$ cat src/rtl/serial_subtractor_pkg.sv
// Shared definitions for the bit-serial subtractor: state encoding,
// default operand width and the bit-counter sizing helper.
package serial_subtractor_pkg;

  localparam int DEFAULT_WIDTH = 4;

  typedef enum logic [1:0] {
    IDLE = 2'd0,
    RUN  = 2'd1,
    DONE = 2'd2
  } state_t;

  // Bits needed to count 0..w-1, never fewer than one.
  function automatic int cnt_width(input int w);
    return (w < 2) ? 1 : $clog2(w);
  endfunction

endpackage

$ cat src/rtl/full_subtractor_1_bit.sv
// Single-bit full subtractor cell: d = a - b - br, with borrow out.
module full_subtractor_1_bit (
  input  logic a,
  input  logic b,
  input  logic br,
  output logic d,
  output logic br_next
);

  assign d       = a ^ b ^ br;
  assign br_next = (~a & b) | (~(a ^ b) & br);

endmodule

$ cat src/rtl/serial_subtractor.sv
// Bit-serial ripple-borrow subtractor: in1 - in2 - bin over WIDTH cycles,
// LSB first, through one full-subtractor cell and a borrow flip-flop.
module serial_subtractor
  import serial_subtractor_pkg::*;
#(
  parameter int WIDTH = DEFAULT_WIDTH
) (
  input  logic             clk,
  input  logic             rst,
  input  logic             start,
  input  logic [WIDTH-1:0] in1,
  input  logic [WIDTH-1:0] in2,
  input  logic             bin,
  output logic             busy,
  output logic             done,
  output logic [WIDTH-1:0] diff,
  output logic             bout,
  output logic             ovf
);

  localparam int             CW   = cnt_width(WIDTH);
  localparam logic [CW-1:0]  LAST = CW'(WIDTH - 1);

  state_t           state;
  logic [WIDTH-1:0] a_sr;
  logic [WIDTH-1:0] b_sr;
  logic [WIDTH-1:0] res_sr;
  logic [CW-1:0]    cnt;
  logic             borrow;
  logic             ovf_pend;
  logic             cell_d;
  logic             cell_br;

  full_subtractor_1_bit u_cell (
    .a       (a_sr[0]),
    .b       (b_sr[0]),
    .br      (borrow),
    .d       (cell_d),
    .br_next (cell_br)
  );

  // NOTE: all state uses non-blocking assignments so every register samples
  // pre-edge values; the shift registers are small and are reset like any
  // other flop so outputs read a defined 0 after reset.
  always_ff @(posedge clk) begin
    if (rst) begin
      state    <= IDLE;
      a_sr     <= '0;
      b_sr     <= '0;
      res_sr   <= '0;
      cnt      <= '0;
      borrow   <= 1'b0;
      ovf_pend <= 1'b0;
      busy     <= 1'b0;
      done     <= 1'b0;
      diff     <= '0;
      bout     <= 1'b0;
      ovf      <= 1'b0;
    end else begin
      done <= 1'b0;
      case (state)
        IDLE: begin
          if (start) begin
            a_sr   <= in1;
            b_sr   <= in2;
            borrow <= bin;
            cnt    <= '0;
            busy   <= 1'b1;
            state  <= RUN;
          end
        end
        RUN: begin
          a_sr   <= a_sr >> 1;
          b_sr   <= b_sr >> 1;
          res_sr <= {cell_d, res_sr[WIDTH-1:1]};
          borrow <= cell_br;
          cnt    <= cnt + 1'b1;
          if (cnt == LAST) begin
            // Overflow: borrow into the sign bit differs from borrow out of it.
            ovf_pend <= borrow ^ cell_br;
            state    <= DONE;
          end
        end
        DONE: begin
          diff  <= res_sr;
          bout  <= borrow;
          ovf   <= ovf_pend;
          done  <= 1'b1;
          busy  <= 1'b0;
          state <= IDLE;
        end
        default: state <= IDLE;
      endcase
    end
  end

endmodule
$ cat config.mk
export PLATFORM = sky130hd
export DESIGN_NAME = serial_subtractor
export DESIGN_NICKNAME = d
export VERILOG_FILES = /design/src/rtl/serial_subtractor_pkg.sv /design/src/rtl/full_subtractor_1_bit.sv /design/src/rtl/serial_subtractor.sv
export SDC_FILE = /design/constraint.sdc
export NUM_CORES = 1
export LEC_CHECK = 0
export ABC_CLOCK_PERIOD_IN_PS = 1500
export CAP_MARGIN = 20
export CORE_AREA = 3 3 53 55
export DETAILED_ROUTE_END_ITERATION = 12
export DIE_AREA = 0 0 56 58
export PLACE_DENSITY = 0.73
export SLEW_MARGIN = 20
export SYNTH_ARGS = -nofsm -noshare
export SYNTH_HDL_FRONTEND = slang
export SYNTH_SLANG_ARGS = --single-unit
$ cat constraint.sdc
create_clock -name clk -period 1.5 [get_ports clk]
set_input_delay 0.15 -clock clk [delete_from_list [all_inputs] [get_ports clk]]
set_output_delay 0.15 -clock clk [all_outputs]
set_load 0.01 [all_outputs]
Word-level counts from Yosys, hierarchy flattened
Index checks and enable logic that the tools add are counted.

word-level totals
  register bits after elaboration = 26
  input bits = 12
  output and inout port bits = 8
  word-level logic and storage cells = 47

cells by class
  add/sub/neg operators = 1
  equality and inequality tests = 5
  multiplexer cells = 14
  bitwise logic cells = 8
  reductions and logical operators = 7

operator list
  kind                   count
  $pmux W4 S2            2
  $mux W4                2
  $pmux W2 S2            2
  $reduce_and A2 Y1      4
  $mux W2                3
  $eq A2 B2 Y1 const B   2
  $ne A2 B2 Y1 const B   2
  $pmux W1 S2            2
  $reduce_bool A2 Y1     2
  $mux W1                3
  $xor A1 B1 Y1          3
  $add A2 B1 Y2 const B  1
  $and A1 B1 Y1          2
  $eq A2 B1 Y1 const B   1
  $logic_not A2 Y1       1
  $not A1 Y1             2
  $or A1 B1 Y1           1

Logic depth before layout (Yosys ltp)
  depth in word-level cells = 5
  mapped depth = 5
  gate-level depth less buffers = 5

Cells and area by module
A second synthesis with hierarchy kept.

second synthesis, totals
  cell total of the unflattened synthesis = 109
  area, all modules = 1049.8 sq um

by module, submodules not included
  module                 instances  cells each  area each (sq um)  sequential area each (sq um)
  serial_subtractor      1          105         1018.5             520.5
  full_subtractor_1_bit  1          4           31.3               0.0

Worst setup path after synthesis
Ideal clock, no wire load.

  kind = register to register
  from = register borrow
  to = register ovf_pend
  library setup time = 0.070 ns
  arrival time = 1.158 ns
  data required time = 1.430 ns
  slack = 0.272 ns
  cell stages (with the launch flop) = 6
  buffers on the path = 0
  period minus slack after synthesis = 1.228 ns
  cells stage by stage = dfxtp_1 > inv_1 > fa_1 > xnor2_1 > nand3_1 > a21oi_1

between the ends
  word-level cells in the longest chain between the ends = 3

RTL lines
  what                      line                         RTL
  start: declaration        serial_subtractor.sv:29      logic borrow;
  start signal: assignment  serial_subtractor.sv:66      borrow <= bin;
  start signal: assignment  serial_subtractor.sv:76      borrow <= cell_br;
  $and A1 B1 Y1             full_subtractor_1_bit.sv:11  assign br_next = (~a & b) | (~(a ^ b) & br);
  $or A1 B1 Y1              full_subtractor_1_bit.sv:11
  $xor A1 B1 Y1 *           serial_subtractor.sv:80      ovf_pend <= borrow ^ cell_br;
  end signal: assignment    serial_subtractor.sv:80
  end: declaration          serial_subtractor.sv:30      logic ovf_pend;

Mark *: on every way between the ends. The rest lies on a longest branch, timed or not.
A chain may end at the register's enable or synchronous reset.

Worst setup path in the final report
  from = register ovf
  to = output ovf

RTL lines
  what                      line                     RTL
  start: declaration        serial_subtractor.sv:18  output logic ovf
  start signal: assignment  serial_subtractor.sv:87  ovf <= ovf_pend;

No word-level cell between the ends.

==> summary.md <==
| Metric | Value |
|---|---|
| Syn_nets | 123 |
| First-pass iteration count of the detailed router | 3 |
| Critical path origin | ovf |
| Via count of the first global-routing pass | 772 |
| Via Count | 800 |
| Post-synthesis register bit count | 26 |
| Area of all placed cells without fillers | 0.00134 mm² |
| Family with the most delay on the worst path | buffers and inverters |
| Worst-case setup slack after placement | 0.0629 ns |
| Die width | 56 µm |
| Hold_buf cts | 0 |
| Power per unit of standard cell area | 1050 mW/mm² |
| Number of instances resized during post-cts repair | 0 |
| Area Overhead vs Synth | 24.6% |
| Count of nets left with antenna violations after detail routing | 0 |
| Cell type with the highest aggregate area in the netlist | sky130_fd_sc_hd__dfxtp_1 |
| Critical path, cell by cell | clkdlybuf4s50_1 |
| Final-stage net count | 143 |
| Floorplan die area | 0.00325 mm² |
| Pin count of the biggest net entering global routing | 27 |
| Violation count after the first detailed-route iteration | 13 |
| First-pass GRT wire length | 3.51 mm |
| TritonCTS Sinks | 26 |
| Last weighted congestion value of the routability-driven placer | 0.735 |
| Via-per-instance ratio | 5.06 |
| Power consumption | 1.41 mW |
| Cell total after placement | 154 |
| Core ar. | 0.00243 mm² |
| Count of antenna diodes in the layout | 0 |
| Most common cell after layout, fill and taps aside | sky130_fd_sc_hd__dfxtp_1 |
| VDD IR max | 482 µV |
| Number of hold-slack violations in the final timing report | 0 |
| CP max stage delay | 0.54 ns |
| Port Buffer Count | 19 |
| Data required, critical path | 1.35 ns |
| Number of I/O pins | 20 |
| Bufs and invs on worst path | 1 |
| Max Fclk | 725 MHz |
| Critical path peak fanout | 2 |
| Period utilization | 92.0% |
| Number of max-slew violations in the final report | 0 |
| Number of antenna violations at the first check in global routing | 0 |
| Clock transition at the registers of the reported paths | 0.14 ns |
| Ratio of cells with drive above 1 in the final layout | 12.5% |
| Number of remaining DRC errors | 0 |
| Final Instance Count excl. Fillers | 158 |
| Critical path class | reg2out |
| Worst-margin pin slew | 0.523 ns |
| Beginning of the worst hold path | diff[0] |
| Hold WS | 0.462 ns |
| Syn avg cell area | 9.88 µm² |
| Final global-route overflow total | 0 |
| Warnings from Yosys | 0 |
| Status | finished clean |
| Cells after synthesis | 109 |
| Finish-stage setup viols | 0 |
| Share of Yosys cell area claimed by the top area cell type | 48.3% |
| Total cell area at the placement stage | 0.00129 mm² |
| Initial cell density of the core | 44.3% |
| Number of distinct library cells after synthesis | 27 |
| Library cell used as clock root buffer | sky130_fd_sc_hd__clkbuf_4 |
| Clock Tree Buf Depth | 2 |
| H-tree level count | 1 |
| Setup repair after global routing missed its margin | no |
| HPWL reported at the end of detailed placement | 1.43 mm |
| Worst-case setup margin in the final layout | 0.120 ns |
| Chip Height | 58 µm |
| Routed len/inst | 12.4 µm |
| Fin crit period | 1.38 ns |
| Kind of end point of the critical path | primary output |
| CTS tree | built |
| Type of origin of the critical path | flop |
| Area of the mapped netlist | 0.00108 mm² |
| Proportion of synthesized chip area in sequential cells | 48.3% |
| Arrival @ worst endpoint | 1.23 ns |
| Ranking of synthesized cells by area | sky130_fd_sc_hd__dfxtp_1, sky130_fd_sc_hd__mux2i_1, sky130_fd_sc_hd__nor2_1 |
| Remaining max-slew budget at the tightest pin | 65.1% |
| Largest clock skew in the final design | 0.0107 ns |
| Number of maximum-capacitance violations | 0 |
| Hold Crit Class | reg2reg |
| Final TNS setup | 0 ns |
| Critical R2R Launch | state[0] |
| GR Util All Layers | 13.6% |
| Number of core rows | 18 |
| Worst-skew pair later-pin latency | 0.33 ns |
| Number of buffers inserted to repair setup after CTS | 0 |
| Total clock buffers created by CTS | 3 |
| Leak Pwr | 0.492 nW |
| Most frequent cells in the layout | sky130_fd_sc_hd__dfxtp_1, sky130_fd_sc_hd__clkdlybuf4s50_1, sky130_fd_sc_hd__nor2_1 |
| Standard cell with the maximum stage delay on the critical path | sky130_fd_sc_hd__clkdlybuf4s50_1 |
| Total wirelength of the detailed-routed design | 1.96 mm |
| Final design utilization | 55.2% |
[registers in the layout (all words and copies together) (netlist names)]
| signal | count |
|---|---|
| ovf_pend | 1 |
| diff | 4 |
| state | 2 |
| res_sr | 4 |
| busy | 1 |
| bout | 1 |
| a_sr | 4 |
| cnt | 2 |
| borrow | 1 |
| b_sr | 4 |
| ovf | 1 |
| done | 1 |
[layout make-up]
cell class / count / area (µm²)
fillers: 226 / 1090
clock inverters: 1 / 30.0
flip-flops and latches: 26 / 520
repair buffers: 22 / 225
inverters: 3 / 11.3
multi-input cells: 73 / 495
clock buffers: 3 / 22.5
well taps: 30 / 37.5
[cells by family (layout without fill, tap and decap cells)]
kind of cell	after synthesis	after routing	share of synthesized area [%]
compound gates	22	22	16.8
xor+xnor	1	1	0.813
fa+ha+maj	2	2	3.02
buf+inv	10	29	5.69
flops	26	26	48.3
mux	10	10	9.29
simple gates	38	38	16.0
[synthesized netlist by cell type]
cell                        number
sky130_fd_sc_hd__a2111oi_2       1
sky130_fd_sc_hd__a211oi_1        4
sky130_fd_sc_hd__a211oi_2        4
sky130_fd_sc_hd__a21oi_1         8
sky130_fd_sc_hd__a22oi_1         3
sky130_fd_sc_hd__buf_1           1
sky130_fd_sc_hd__buf_2           1
sky130_fd_sc_hd__buf_6           3
sky130_fd_sc_hd__clkbuf_1        2
sky130_fd_sc_hd__dfxtp_1        26
sky130_fd_sc_hd__fa_1            1
sky130_fd_sc_hd__ha_1            1
sky130_fd_sc_hd__inv_1           3
sky130_fd_sc_hd__mux2i_1        10
sky130_fd_sc_hd__nand2_1        13
sky130_fd_sc_hd__nand2b_1        1
sky130_fd_sc_hd__nand3_1         1
sky130_fd_sc_hd__nand3b_1        1
sky130_fd_sc_hd__nor2_1         14
sky130_fd_sc_hd__nor2_2          3
sky130_fd_sc_hd__nor2b_1         2
sky130_fd_sc_hd__nor3_1          1
sky130_fd_sc_hd__nor3b_1         1
sky130_fd_sc_hd__nor4b_1         1
sky130_fd_sc_hd__o21ba_4         1
sky130_fd_sc_hd__o21bai_1        1
sky130_fd_sc_hd__xnor2_1         1
[path summary, 6_finish.rpt]
check | slack, ns | cells after the start | endpoint
worst min-delay path | 0.46 | 2 | diff[0]
worst max register to register | 0.18 | 3 | borrow
worst max-delay path | 0.12 | 1 | ovf
worst min register to register | 0.46 | 2 | diff[0]
[where the power goes]
part | internal [mW] | switching, mW
logic | 0.0960 | 0.0805
registers | 0.723 | 0.0261
clock network | 0.270 | 0.210
total | 1.09 | 0.316
[worst reg2reg max path: cells and delay by family (launching register included)]
family	cells	cell delay, ns
AOI/OAI and AO/OA	2	0.59
DFF	1	0.55
and+or+nand+nor	1	0.08
[per-layer routing]
metal,part of all wire [%],vias to the layer above,GRT usage [%]
met3,3.0,4,2.00
met5,0,-,0
met1,47,376,17.8
met4,1.9,0,7.12
li1,-,412,-
met2,48,8,22.0
Note: power is estimated with default switching activity, not from simulation.
